$ cat config.mk
export PLATFORM = sky130hd
export DESIGN_NAME = vdp_sprite_hit_scan
export DESIGN_NICKNAME = d
export VERILOG_FILES = /design/src/rtl/vdp_sprite_hit_scan_pkg.sv /design/src/rtl/vdp_sprite_hit_scan_y_test.sv /design/src/rtl/vdp_sprite_hit_scan.sv
export SDC_FILE = /design/constraint.sdc
export NUM_CORES = 1
export LEC_CHECK = 0
export CORE_ASPECT_RATIO = 0.6
export CORE_MARGIN = 5
export CORE_UTILIZATION = 45
export DETAILED_ROUTE_END_ITERATION = 10
export GPL_TIMING_DRIVEN = 0
export PLACE_DENSITY = 0.72
export SKIP_LAST_GASP = 1
export SLEW_MARGIN = 20
export SYNTH_ARGS = -nofsm -noshare
export SYNTH_HDL_FRONTEND = slang
export SYNTH_SLANG_ARGS = --single-unit
$ cat constraint.sdc
create_clock -name clk -period 5.2 [get_ports clk]
set_input_delay 1.04 -clock clk [delete_from_list [all_inputs] [get_ports clk]]
set_output_delay 1.04 -clock clk [all_outputs]
set_load 0.005 [all_outputs]
$ cat src/rtl/vdp_sprite_hit_scan_pkg.sv
// Shared sprite hit-list definitions: entry layout, terminator, sprite heights
// and the scanner FSM encoding.
package vdp_sprite_hit_scan_pkg;

  localparam int HL_ENTRY_W   = 14;
  localparam int HL_ID_LSB    = 6;
  localparam int HL_ID_W      = 8;
  localparam int HL_OFS_LSB   = 2;
  localparam int HL_OFS_W     = 4;
  localparam int HL_WIDTH_BIT = 1;
  localparam int HL_END_BIT   = 0;

  localparam logic [HL_ENTRY_W-1:0] HL_TERMINATOR = 14'h0001;

  localparam logic [4:0] HEIGHT_8  = 5'd8;
  localparam logic [4:0] HEIGHT_16 = 5'd16;

  localparam logic [2:0] ST_IDLE  = 3'd0;
  localparam logic [2:0] ST_SCAN  = 3'd1;
  localparam logic [2:0] ST_DRAIN = 3'd2;
  localparam logic [2:0] ST_TERM  = 3'd3;
  localparam logic [2:0] ST_DONE  = 3'd4;

  function automatic logic [HL_ENTRY_W-1:0] hl_entry(
    input logic [HL_ID_W-1:0]  id,
    input logic [HL_OFS_W-1:0] ofs,
    input logic                wsel
  );
    return {id, ofs, wsel, 1'b0};
  endfunction

endpackage

$ cat src/rtl/vdp_sprite_hit_scan_y_test.sv
// Combinational vertical hit test for one sprite against one raster line,
// with wrap-around at line 512 and optional vertical flip.
module vdp_sprite_y_test
  import vdp_sprite_hit_scan_pkg::*;
(
  input  logic [8:0] render_y_i,
  input  logic [8:0] sprite_y_i,
  input  logic       height_select_i,
  input  logic       flip_y_i,
  output logic       hit_o,
  output logic [3:0] line_offset_o
);

  logic [8:0] delta;
  logic [4:0] height;
  logic [3:0] flip_mask;

  always_comb begin
    delta         = render_y_i - sprite_y_i;
    height        = height_select_i ? HEIGHT_16 : HEIGHT_8;
    hit_o         = (delta < {4'b0000, height});
    flip_mask     = flip_y_i ? (height_select_i ? 4'hF : 4'h7) : 4'h0;
    line_offset_o = delta[3:0] ^ flip_mask;
  end

endmodule

$ cat src/rtl/vdp_sprite_hit_scan.sv
// Per-raster-line sprite scanner: walks the y_block table one entry per cycle
// and writes the hit list (plus terminator) for the sprite renderer.
module vdp_sprite_hit_scan
  import vdp_sprite_hit_scan_pkg::*;
#(
  parameter int SPRITE_COUNT = 256,
  parameter int MAX_HITS     = 256
) (
  input  logic        clk,
  input  logic        reset_n,
  input  logic        line_start,
  input  logic [8:0]  render_y,
  output logic [7:0]  sprite_y_address,
  input  logic [8:0]  sprite_y,
  input  logic        height_select,
  input  logic        flip_y,
  input  logic        width_select,
  output logic [8:0]  hit_list_write_address,
  output logic [13:0] hit_list_write_data,
  output logic        hit_list_write_en,
  output logic [8:0]  hit_count,
  output logic        overflow,
  output logic        scan_done
);

  localparam logic [7:0] LAST_ADDR  = 8'(SPRITE_COUNT - 1);
  localparam logic [8:0] MAX_HITS_C = 9'(MAX_HITS);

  logic [2:0]  state_q, state_d;
  logic [7:0]  addr_q, addr_d;
  logic [8:0]  ry_q, ry_d;
  logic        vld_p1_q, vld_p1_d;
  logic [7:0]  id_p1_q, id_p1_d;
  logic        we_q, we_d;
  logic [8:0]  wa_q, wa_d;
  logic [13:0] wd_q, wd_d;
  logic [8:0]  cnt_q, cnt_d;
  logic        ovf_q, ovf_d;
  logic        done_q, done_d;

  logic       hit;
  logic [3:0] line_offset;

  vdp_sprite_y_test u_y_test (
    .render_y_i      (ry_q),
    .sprite_y_i      (sprite_y),
    .height_select_i (height_select),
    .flip_y_i        (flip_y),
    .hit_o           (hit),
    .line_offset_o   (line_offset)
  );

  always_comb begin
    state_d  = state_q;
    addr_d   = addr_q;
    ry_d     = ry_q;
    vld_p1_d = 1'b0;
    id_p1_d  = addr_q;
    we_d     = 1'b0;
    wa_d     = wa_q;
    wd_d     = wd_q;
    cnt_d    = cnt_q;
    ovf_d    = ovf_q;
    done_d   = done_q;

    if (line_start) begin
      state_d = ST_SCAN;
      addr_d  = 8'd0;
      ry_d    = render_y;
      cnt_d   = 9'd0;
      ovf_d   = 1'b0;
      done_d  = 1'b0;
    end else begin
      case (state_q)
        ST_SCAN: begin
          vld_p1_d = 1'b1;
          if (addr_q == LAST_ADDR) state_d = ST_DRAIN;
          else                     addr_d  = addr_q + 8'd1;
        end
        ST_DRAIN: state_d = ST_TERM;
        ST_TERM: begin
          // A full 256-entry list is ended by the renderer's address wrap.
          if (!cnt_q[8]) begin
            we_d = 1'b1;
            wa_d = cnt_q;
            wd_d = HL_TERMINATOR;
          end
          state_d = ST_DONE;
        end
        ST_DONE: done_d = 1'b1;
        default: ;
      endcase

      // Data for the address driven last cycle is evaluated here.
      if (vld_p1_q && (state_q == ST_SCAN || state_q == ST_DRAIN) && hit) begin
        if (cnt_q == MAX_HITS_C) begin
          ovf_d    = 1'b1;
          state_d  = ST_TERM;
          addr_d   = addr_q;
          vld_p1_d = 1'b0;
        end else begin
          we_d  = 1'b1;
          wa_d  = cnt_q;
          wd_d  = hl_entry(id_p1_q, line_offset, width_select);
          cnt_d = cnt_q + 9'd1;
        end
      end
    end
  end

  always_ff @(posedge clk or negedge reset_n) begin
    if (!reset_n) begin
      state_q  <= ST_IDLE;
      addr_q   <= 8'd0;
      ry_q     <= 9'd0;
      vld_p1_q <= 1'b0;
      id_p1_q  <= 8'd0;
      we_q     <= 1'b0;
      wa_q     <= 9'd0;
      wd_q     <= 14'd0;
      cnt_q    <= 9'd0;
      ovf_q    <= 1'b0;
      done_q   <= 1'b1;
    end else begin
      state_q  <= state_d;
      addr_q   <= addr_d;
      ry_q     <= ry_d;
      vld_p1_q <= vld_p1_d;
      id_p1_q  <= id_p1_d;
      we_q     <= we_d;
      wa_q     <= wa_d;
      wd_q     <= wd_d;
      cnt_q    <= cnt_d;
      ovf_q    <= ovf_d;
      done_q   <= done_d;
    end
  end

  assign sprite_y_address       = addr_q;
  assign hit_list_write_en      = we_q;
  assign hit_list_write_address = wa_q;
  assign hit_list_write_data    = wd_q;
  assign hit_count              = cnt_q;
  assign overflow               = ovf_q;
  assign scan_done              = done_q;

endmodule

## Word-level counts from Yosys, hierarchy flattened

Cells that the tools add are included.

- Output and inout bits: 43
- Register bits after elaboration: 64
- Word-level logic and storage cells: 70

- Multiplexer cells: 38
- Add/subtract/negate cells: 3
- Reduce and logical (&&, ||, !) cells: 8
- Bitwise gates (word level): 1
- Equal/unequal tests: 8
- $lt $le $gt $ge: 1

Operator list:

| cell | number |
|---|---|
| 9-bit 2-to-1 mux | 7 |
| 14-bit 2-to-1 mux | 4 |
| 8-bit 2-to-1 mux | 5 |
| 1-bit 2-to-1 mux | 14 |
| 3-bit 2-to-1 mux | 4 |
| 9-bit by 1-bit adder with 9-bit output (second input constant) | 1 |
| 9-bit == test (second input constant) | 1 |
| 9-bit by 5-bit less-than comparator with 1-bit output | 1 |
| 3-bit one-hot mux with 3 select lines | 1 |
| 9-bit subtractor | 1 |
| 8-bit by 1-bit adder with 8-bit output (second input constant) | 1 |
| 8-bit == test (second input constant) | 1 |
| 4-bit 2-to-1 mux | 2 |
| 3-bit by 2-bit == test with 1-bit output (second input constant) | 2 |
| 2-bit nonzero test | 3 |
| 5-bit 2-to-1 mux | 1 |
| 2-bit AND reduction | 2 |
| 4-bit XOR | 1 |
| 3-bit by 1-bit == test with 1-bit output (second input constant) | 1 |
| 3-bit == test (second input constant) | 1 |
| 3-bit inequality test (second input constant) | 1 |
| 1-bit logical AND | 2 |
| 2-bit inequality test (second input constant) | 1 |
| 1-bit logical OR | 1 |

## Logic depth before layout (Yosys ltp)

- Depth in word-level cells: 6
- Depth in mapped cells: 16
- Gate-level depth less buffers: 14

## Hierarchy

From an unflattened synthesis, not the netlist that was laid out.

- Cells, all modules: 308
- Area total of the unflattened synthesis: 3251.9 µm²

Modules (own cells, without submodules):

| module | cells an instance | sequential area each (µm²) | instances | area each (µm²) |
|---|---|---|---|---|
| vdp_sprite_hit_scan | 248 | 1602.8 | 1 | 2807.7 |
| vdp_sprite_y_test | 60 | 0.0 | 1 | 444.2 |

## Worst setup path before layout

OpenSTA, ideal clock, no wires.

- Path type: input port to flip-flop
- Start: input sprite_y[0]
- End: register cnt_q[5], in the netlist hit_count[5]
- Library setup time: 0.128 ns
- Data arrival time: 4.367 ns
- Cell stages on the path: 14
- Setup slack: 0.705 ns
- Path buffers: 1
- Required time: 5.072 ns
- Path through: ha_1 -> fa_1 -> nand2b_1 -> a21boi_0 -> nor2_1 -> xnor2_1 -> ha_1 -> nor2_1 -> nand3_1 -> or4b_2 -> or4_1 -> buf_2 -> nor4_1 -> mux2_1

- Word-level cells in the longest chain between the ends: 5

RTL lines:

| what | RTL line | text |
|---|---|---|
| start: declaration | vdp_sprite_hit_scan.sv:14 | `input logic [8:0] sprite_y,` |
| 9-bit subtractor | vdp_sprite_hit_scan_y_test.sv:19 | `delta = render_y_i - sprite_y_i;` |
| 9-bit by 5-bit less-than comparator with 1-bit output | vdp_sprite_hit_scan_y_test.sv:21 | `hit_o = (delta < {4'b0000, height});` |
| 1-bit logical AND | vdp_sprite_hit_scan.sv:95 | `if (vld_p1_q && (state_q == ST_SCAN \|\| state_q == ST_DRAIN) && hit) begin` |
| 2-bit nonzero test (no source line) | n/a |  |
| 2-bit AND reduction (no source line) | n/a |  |
| end signal: assignment | vdp_sprite_hit_scan.sv:133 | `cnt_q <= cnt_d;` |
| end: declaration | vdp_sprite_hit_scan.sv:37 | `logic [8:0] cnt_q, cnt_d;` |

No other way between the ends.
A chain may end at the register's enable or synchronous reset.

## Worst setup path in the final report

- Start: input sprite_y[0]
- End: register cnt_q[8], in the netlist hit_count[8]

Same word-level chain as after synthesis.

==> qor.yml <==
grt:
  grt_overflow: 0
  antenna_found_initial: 0
  track_usage_pct: 20.0
  grt_pass1_vias: 2797
  grt_max_degree: 38
  grt_pass1_wl_um: 13800
clocking:
  root_buffer: "clkbuf_16"
  cts_hold_buffers: 0
  clock_sinks: 64
  cts.clk_slew.worst_paths_ns: 0.06
  htreeDepth: 3
  clockBufferDepth: 2
  cts_tree: "done"
  insertion_delay_ns: 0.33
  cts_buffers: 9
drt:
  routed_wl_um: 8160
  drc_errors: 0
  drt_iter0_drc: 180
  drtAntennaViolNets: 0
  vias: 2722
  drtPass1Iterations: 4
  viasPerCell: 5.66
  wire_per_inst_um: 17.0
yosys:
  synth_warnings: 0
  netlist_area_um2: 3220
  ys_seq_area_share_pct: 49.8
  synth_edf_count: 0
  syn_nets: 346
  postSynth.asyncResetShare_pct: 100
  yosysUniqueCellTypes: 49
  synth_cells: 309
  synth_ff_type: "dfrtp_1"
  synth_seq_cells: 64
  avgSynthCellArea_um2: 10.4
sta:
  skew_ns: 0.00345
  relSlewSlack_pct: 51.5
  hold_violations: 0
  finalCritPeriodShare_pct: 92.4
  period_needed_ns: 4.80
  rsz0062_at_grt: "no"
  fmax_ghz: 0.208
  slew_viol_final: 0
  fin_ws_ns: 0.396
  tightest_slew_ns: 0.721
  setup_violations: 0
final_layout:
  drive_above_1_share_pct: 12.2
  multi_input_area_um2: 1510
  final_cell_mix: "65 x clkdlybuf4s50_1, 63 x dfrtp_1, 26 x a21oi_1"
  fill_cells: 546
  synthToLayoutAreaGrowth_pct: 36.4
  final_util_pct: 64.4
  stdcell_count: 481
  final_nets: 426
  mostFrequentLayoutCell: "clkdlybuf4s50_1"
  stdcell_area_um2: 4390
  register_area_um2: 1600
  num_antenna_cells: 0
placement:
  pre_cts_slack_ns: -0.163
  dp_hpwl_um: 5940
  placed_cell_area_um2: 4000
  gp_congestion: 0.848
  placed_cells: 463
  io_buffers: 66
setup_path:
  crit_path_end_kind: "flip-flop"
  slowest_stage: "or4_4"
  path_cells: "clkdlybuf4s50_1 > ha_1 > fa_1 > nand2b_1 > a21boi_0 > nor2_1 > xnor2_1 > ha_1 > and4_1 > or4_4 > or4_1 > buf_2 > buf_2 > or3_1 > a21oi_1"
  path_max_fanout: 10
  max_stage_delay_ns: 0.57
  crit_arrival_ns: 5.06
  crit_type: "in -> reg"
  ff2ff_setup_slack_ns: 1.20
  startpoint_type: "primary input"
  worstPathRequired_ns: 5.45
status:
  status: "complete, no violations"
floorplanning:
  rows: 23
  initial_utilization_pct: 47.2
  dieArea_um2: 8990
  io_pins: 67
  die_h_um: 75.5
  die_w_um: 119
  core-area_um2: 6820
power_and_ir_drop:
  power_density_nw_per_um2: 347
  p_leak_nw: 1.92
  vdd_drop_max_mv: 0.209
min_path:
  hold_class: "reg -> reg"
job:
  drv_cap: 0
## per-stage QoR
| step | total power, mW | hold slack [ns] | setup TNS, ns |
|---|---|---|---|
| after CTS | 1.54 | 0.447 | 0 |
| after detailed placement | 0.834 | 0.435 | -2.40 |
| final | 1.52 | 0.465 | 0 |
| after global routing | 1.60 | 0.465 | 0 |
| after global placement | 0.823 | 0.420 | -0.760 |
| after floorplan | 0.705 | 0.419 | 0 |
## cell usage after synthesis (2+ instances only)
| cell type | n | share of area (%) |
|---|---|---|
| a21o_1 | 2 | 0.47 |
| a21oi_1 | 26 | 4.0 |
| a22o_1 | 13 | 3.5 |
| and3_1 | 2 | 0.39 |
| and4_1 | 2 | 0.54 |
| buf_2 | 4 | 0.62 |
| clkbuf_1 | 9 | 1.1 |
| dfrtp_1 | 63 | 49 |
| ha_1 | 12 | 4.7 |
| inv_1 | 19 | 2.2 |
| mux2_1 | 3 | 1.1 |
| mux2_2 | 15 | 5.3 |
| nand2_1 | 15 | 1.8 |
| nand2b_1 | 5 | 0.97 |
| nand3_1 | 13 | 2.0 |
| nand4_1 | 3 | 0.58 |
| nor2_1 | 23 | 2.7 |
| nor2b_1 | 2 | 0.39 |
| nor3_1 | 3 | 0.47 |
| nor4_1 | 5 | 0.97 |
| o2111ai_1 | 2 | 0.54 |
| o21ai_0 | 6 | 0.93 |
| o21ai_1 | 3 | 0.47 |
| o22ai_1 | 3 | 0.58 |
| o31ai_1 | 9 | 2.1 |
| or3_1 | 6 | 1.2 |
| or3b_2 | 2 | 0.54 |
| or4_1 | 10 | 2.3 |
| xnor2_1 | 6 | 1.6 |
| xor2_1 | 4 | 1.1 |
## critical path: cells and delay by family
| family | cells | cell delay (ns) |
|---|---|---|
| AND/OR/NAND/NOR | 6 | 1.74 |
| adder cells (fa/ha/maj) | 3 | 0.93 |
| buffers and inverters | 3 | 0.82 |
| AO/OA/AOI/OAI | 2 | 0.33 |
| XOR/XNOR | 1 | 0.19 |
## cell type report
type | instances | share of cell area (%)
buffer | 13 | 1.40
clock buffer | 9 | 5.13
clock inverter | 7 | 2.71
inverter | 19 | 1.62
multi-input combinational | 213 | 34.4
sequential | 64 | 36.5
tap | 87 | 2.48
timing repair buffer | 69 | 15.8
## final timing paths
check,endpoint,start,cells past startpoint
worst max-delay path,hit_count[8],sprite_y[0],15
worst min-delay path,hit_list_write_data[11],id_p1_q[5],1
worst max register to register,hit_count[8],ry_q[0],15
worst min register to register,hit_list_write_data[11],id_p1_q[5],1
max in group asynchronous,state_q[0],reset_n,2
min in group asynchronous,ry_q[2],reset_n,1
## state kept, by name, summed over array words and instances (netlist names)
register,cells
hit_list_write_en,1
id_p1_q,8
hit_list_write_data,14
state_q,3
overflow,1
sprite_y_address,8
hit_list_write_address,9
scan_done,1
vld_p1_q,1
hit_count,9
ry_q,9
## report_power, final
group	switching [mW]	total (mW)	internal, mW
Combinational	0.116	0.265	0.148
Sequential	0.0268	0.566	0.539
Clock	0.224	0.692	0.468
## routing by layer
layer  share of wire [%]  GRT usage (%)  wire (um)  vias up
met5                   0              0          0        -
met4                 1.0           6.16         82        0
met3                 7.9           8.98        647       10
met2                  44           31.1       3590       85
met1                  47           25.5       3830     1333
li1                    -              -          -     1294
## what timing repair did
action,CTS,global route
gates resized for setup,0,8
buffers inserted,0,2
endpoints found under the setup margin,0,31
## logic make-up after synthesis
| family | synth area share (%) |
|---|---|
| flip-flops | 49.8 |
| adder cells (fa/ha/maj) | 5.29 |
| AND/OR/NAND/NOR | 17.6 |
| AO/OA/AOI/OAI | 14.1 |
| multiplexers | 6.61 |
| buffers and inverters | 3.89 |
| XOR/XNOR | 2.72 |
(Power assumes the default switching activity.)
